--- config.mk ---
export PLATFORM = sky130hd
export DESIGN_NAME = seg7_scan_driver
export DESIGN_NICKNAME = d
export VERILOG_FILES = /design/src/rtl/seg7_scan_driver.sv
export SDC_FILE = /design/constraint.sdc
export NUM_CORES = 1
export LEC_CHECK = 0
export BUFFER_PORTS_ARGS = -buffer_cell sky130_fd_sc_hd__buf_2
export CAP_MARGIN = 10
export CELL_PAD_IN_SITES_DETAIL_PLACEMENT = 1
export CELL_PAD_IN_SITES_GLOBAL_PLACEMENT = 1
export CORE_UTILIZATION = 40
export DETAILED_ROUTE_END_ITERATION = 10
export PLACE_DENSITY_LB_ADDON = 0.1
export RECOVER_POWER = 50
export SYNTH_ARGS = -nofsm -noshare
export SYNTH_HDL_FRONTEND = slang
export SYNTH_SLANG_ARGS = --single-unit
--- constraint.sdc ---
create_clock -name clk100MHz -period 6.55 [get_ports clk100MHz]
set_input_delay 0.9825 -clock clk100MHz [delete_from_list [all_inputs] [get_ports clk100MHz]]
set_output_delay 0.9825 -clock clk100MHz [all_outputs]
set_load 0.05 [all_outputs]
--- src/rtl/seg7_scan_driver.sv ---
// Purpose: scans four BCD digits onto a common-anode 7-segment display, with colon, blink and blanking.
// Latency: one registered cycle from scan index/shadow digits to an/seg/dp; inputs are latched once per frame.
// Backpressure: none (free-running display sink). Optional macro LEADING_ZERO_BLANK_EN blanks leading minutes zeros.
module seg7_scan_driver #(
    parameter int REFRESH_DIV = 100000,
    parameter int BLINK_DIV   = 50000000
) (
    input  logic       clk100MHz,
    input  logic       rst_n,
    input  logic [3:0] tenmin,
    input  logic [3:0] onemin,
    input  logic [3:0] tensec,
    input  logic [3:0] onesec,
    input  logic       display_en,
    input  logic       blink_en,
    input  logic       colon_en,
    output logic [3:0] an,
    output logic [6:0] seg,
    output logic       dp,
    output logic       frame_tick
);

    localparam int RW = (REFRESH_DIV > 2) ? $clog2(REFRESH_DIV) : 1;
    localparam int BW = (BLINK_DIV > 2) ? $clog2(BLINK_DIV) : 1;

    logic [RW-1:0] refresh_cnt;
    logic [1:0]    scan_idx;
    logic [BW-1:0] blink_cnt;
    logic          blink_phase;
    logic [3:0]    sh3, sh2, sh1, sh0;
    logic          slot_tick;
    logic [3:0]    sel_digit;
    logic          dark;
    logic          blank_sel;

    assign slot_tick = (refresh_cnt == RW'(REFRESH_DIV - 1));

    function automatic logic [6:0] dec7(input logic [3:0] d);
        case (d)
            4'd0:    dec7 = 7'b1000000;
            4'd1:    dec7 = 7'b1111001;
            4'd2:    dec7 = 7'b0100100;
            4'd3:    dec7 = 7'b0110000;
            4'd4:    dec7 = 7'b0011001;
            4'd5:    dec7 = 7'b0010010;
            4'd6:    dec7 = 7'b0000010;
            4'd7:    dec7 = 7'b1111000;
            4'd8:    dec7 = 7'b0000000;
            4'd9:    dec7 = 7'b0010000;
            default: dec7 = 7'b0111111;
        endcase
    endfunction

    // Shadow digits only change at the end of position 3, so a frame never tears.
    always_ff @(posedge clk100MHz or negedge rst_n) begin
        if (!rst_n) begin
            refresh_cnt <= '0;
            scan_idx    <= 2'd0;
            frame_tick  <= 1'b0;
            sh3         <= 4'd0;
            sh2         <= 4'd0;
            sh1         <= 4'd0;
            sh0         <= 4'd0;
        end else begin
            frame_tick <= 1'b0;
            if (slot_tick) begin
                refresh_cnt <= '0;
                scan_idx    <= scan_idx + 2'd1;
                if (scan_idx == 2'd3) begin
                    sh3        <= tenmin;
                    sh2        <= onemin;
                    sh1        <= tensec;
                    sh0        <= onesec;
                    frame_tick <= 1'b1;
                end
            end else begin
                refresh_cnt <= refresh_cnt + RW'(1);
            end
        end
    end

    // Counter held and phase forced visible while blinking is off.
    always_ff @(posedge clk100MHz or negedge rst_n) begin
        if (!rst_n) begin
            blink_cnt   <= '0;
            blink_phase <= 1'b1;
        end else if (!blink_en) begin
            blink_cnt   <= '0;
            blink_phase <= 1'b1;
        end else if (blink_cnt == BW'(BLINK_DIV - 1)) begin
            blink_cnt   <= '0;
            blink_phase <= ~blink_phase;
        end else begin
            blink_cnt <= blink_cnt + BW'(1);
        end
    end

    always_comb begin
        case (scan_idx)
            2'd0:    sel_digit = sh0;
            2'd1:    sel_digit = sh1;
            2'd2:    sel_digit = sh2;
            default: sel_digit = sh3;
        endcase
        dark = !display_en || (blink_en && !blink_phase);
`ifdef LEADING_ZERO_BLANK_EN
        blank_sel = ((scan_idx == 2'd3) && (sh3 == 4'd0)) ||
                    ((scan_idx == 2'd2) && (sh3 == 4'd0) && (sh2 == 4'd0));
`else
        blank_sel = 1'b0;
`endif
    end

    always_ff @(posedge clk100MHz or negedge rst_n) begin
        if (!rst_n) begin
            an  <= 4'b1111;
            seg <= 7'b1111111;
            dp  <= 1'b1;
        end else begin
            an  <= (dark || blank_sel) ? 4'b1111 : ~(4'b0001 << scan_idx);
            seg <= dec7(sel_digit);
            dp  <= !(colon_en && (scan_idx == 2'd2) && !dark && !blank_sel);
        end
    end

endmodule

==> flow_metrics.env <==
export IMPL_whs_ns=0.471
export IMPL_numCtsBuffers=9
export IMPL_async_reset_ff_share_pct=100
export IMPL_vias_per_cell=5.49
export IMPL_dp_cells=463
export IMPL_syn2layout_area_growth_pct=13.3
export IMPL_nets=397
export IMPL_setup_viol=0
export IMPL_synth_top_cell_area_share_pct=43.1
export IMPL_synth_commonest_cells="62 x dfrtp_1, 23 x nand3_1, 22 x nand2_1, 22 x nor2_1, 15 x a21oi_1"
export IMPL_antenna_found_initial=0
export IMPL_status="complete, no violations"
export IMPL_ys_warn_count=0
export IMPL_clock_latency_ns=0.34
export IMPL_critPathKind="flip-flop to flip-flop"
export IMPL_route_detailed_drc=0
export IMPL_cp_buffers_inverters=1
export IMPL_synthesis_nets=359
export IMPL_worst_setup_path_start_kind="flip-flop"
export IMPL_instances_no_fill=479
export IMPL_ys_seq_elements=75
export IMPL_ant_nets=0
export IMPL_syn_area_um2=3600
export IMPL_dp_hpwl_um=5740
export IMPL_grt_pass1_wl_um=13900
export IMPL_place_congestion=0.720
export IMPL_firstDrtPassIters=6
export IMPL_portBuffers=33
export IMPL_syn_avg_cell_area_um2=11.0
export IMPL_worstPathArrival_ns=2.45
export IMPL_cts_root_buf="clkbuf_8"
export IMPL_fin_setup_tns_ns=0
export IMPL_fin_crit_sh_pct=33.8
export IMPL_yosysSeqAreaShare_pct=52.5
export IMPL_pwr_density_cell_nw_per_um2=218
export IMPL_io_pins=34
export IMPL_antenna_cells=0
export IMPL_start_util_pct=41.3
export IMPL_slew_headroom_pct=36.1
export IMPL_ys_flop_type="dfrtp_1"
export IMPL_cp_slowest_cell="a222oi_1"
export IMPL_max_slew_worst_pin_slew_ns=0.959
export IMPL_path_cells="inv_1 -> ha_1 -> a222oi_1 -> mux2i_1 -> o21ai_0 -> o221ai_1"
export IMPL_hold_path_class="flip-flop to flip-flop"
export IMPL_wl_um=8120
export IMPL_coreArea_um2=8720
export IMPL_clk_pin_slew_ns=0.08
export IMPL_grt_overflow=0
export IMPL_yosysMostFrequentCell="dfrtp_1"
export IMPL_p_leak_nw=1.80
export IMPL_drv_cap=0
export IMPL_end_kind="flip-flop"
export IMPL_grt_util_all_layers_pct=18.6
export IMPL_std_cell_rows=34
export IMPL_num_vias=2628
export IMPL_crit_fanout=6
export IMPL_critical_path_required_ns=6.79
export IMPL_finalCriticalPeriod_ns=2.21
export IMPL_ctsHoldBuffers=0
export IMPL_postCtsSetupRepairBufs=0
export IMPL_layout_drive_gt1_share_pct=20.8
export IMPL_rsz0062_at_grt="no"
export IMPL_synthCells=328
export IMPL_grt_max_degree=76
export IMPL_yosys_top_cells_area="dfrtp_1 43%, dfstp_2 9.5%, mux2_4 4.2%"
export IMPL_dp_slack_ns=4.39
export IMPL_cp_slowest_stage_delay_ns=0.47
export IMPL_synth_cell_type_count=44
export IMPL_routedWlPerCell_um=17.0
export IMPL_yosys_area_top_type="dfrtp_1"
export IMPL_finalPower_w=0.000890
export IMPL_finClkSkew_ns=0.0137
export IMPL_fmax_mhz=452
export IMPL_cts_repair_resized=0
export IMPL_clk_path_buf_depth=2
export IMPL_final_max_slew_viol_count=0
export IMPL_synth_edf_count=0
export IMPL_fp_dieW_um=96.9
export IMPL_die_area_um2=9390
export IMPL_setup_ws_ns=4.34
export IMPL_drtIter0Drc=105
export IMPL_die_h_um=96.9
export IMPL_htree_num_levels=3
export IMPL_grt_pass1_vias=2661
export IMPL_final_hold_violation_count=0
export IMPL_irDropWorstVdd_v=0.0000787
export IMPL_numClockSinks=75
export IMPL_path_delay_family="compound AO/OA/AOI/OAI gates"
export IMPL_cts_tree="built"
-- flip-flops by register name, indices dropped and copies added, names as in the netlist --
name / count
sh1: 4
refresh_cnt: 17
sh2: 4
dp: 1
seg: 7
sh3: 4
sh0: 4
an: 4
blink_cnt: 26
frame_tick: 1
blink_phase: 1
scan_idx: 2
-- power by group --
group	internal, W	total [W]	switching [W]
combinational	0.0000172	0.0000555	0.0000384
sequential	0.000475	0.000480	0.00000519
clock	0.000184	0.000355	0.000171
total	0.000676	0.000890	0.000215
-- routing by layer --
layer / wire [µm] / share of wire, % / up-vias / GRT usage (%)
met3: 171 / 2.1 / 8 / 2.75
met4: 89 / 1.1 / 0 / 5.86
met1: 4000 / 49 / 1322 / 26.8
met5: 0 / 0 / - / 0
li1: - / - / 1273 / -
met2: 3860 / 47 / 25 / 28.8
-- final timing paths --
kind	start	endpoint	slack, ns	cells after the start
max	scan_idx[0]$_DFFE_PN0N_	seg[3]$_DFF_PN1_	4.34	6
min	blink_cnt[0]$_DFF_PN0_	blink_cnt[0]$_DFF_PN0_	0.47	1
max reg2reg	scan_idx[0]$_DFFE_PN0N_	seg[3]$_DFF_PN1_	4.34	6
min reg2reg	blink_cnt[0]$_DFF_PN0_	blink_cnt[0]$_DFF_PN0_	0.47	1
max in group asynchronous	rst_n	sh0[1]$_DFFE_PN0P_	5.14	1
min in group asynchronous	rst_n	blink_cnt[15]$_DFF_PN0_	0.77	1
-- cells in the final DEF, fill, tap and decap left out, types with 2 or more instances in the layout --
cell,instances
buf_2,31
mux2_4,10
nor3_1,6
nand3_1,23
mux2_1,2
xnor2_1,14
clkinv_2,2
and3_1,10
o21ai_0,12
or4b_4,2
nand2b_1,2
nor4_1,4
dfstp_2,13
or4_1,8
buf_4,3
or3_1,5
mux2i_1,4
o31ai_1,8
clkbuf_1,3
inv_1,12
clkbuf_8,9
and2_0,2
nand2_1,22
and4_1,7
nand4_1,11
a21oi_1,15
xor2_1,13
ha_1,10
a222oi_1,4
dfrtp_1,62
clkbuf_16,2
nor2_1,22
-- metrics by stage --
stage | utilization (%) | instance area (µm²)
after detailed placement | 44.5 | 3880
after global routing | 46.8 | 4080
final | 46.8 | 4080
after global placement | 44.5 | 3880
after floorplan | - | 3600
after CTS | 46.8 | 4080
-- kinds of logic (layout without fill, tap and decap cells) --
logic type | Yosys count | in the layout | synth area share [%]
simple gates | 133 | 133 | 21.0
flops | 75 | 75 | 52.5
compound gates | 46 | 46 | 7.95
xor+xnor | 27 | 27 | 6.56
buf+inv | 20 | 63 | 2.29
mux | 17 | 17 | 6.22
fa+ha+maj | 10 | 10 | 3.47
-- final cells by class --
| type | count | area (µm²) |
|---|---|---|
| multi-input combinational | 233 | 1630 |
| sequential | 75 | 1890 |
| timing repair buffer | 35 | 181 |
| fill | 966 | 4640 |
| clock buffer | 13 | 181 |
| inverter | 12 | 45.0 |
| tap | 108 | 135 |
| clock inverter | 3 | 18.8 |
Note: power is estimated with default switching activity, not from simulation.
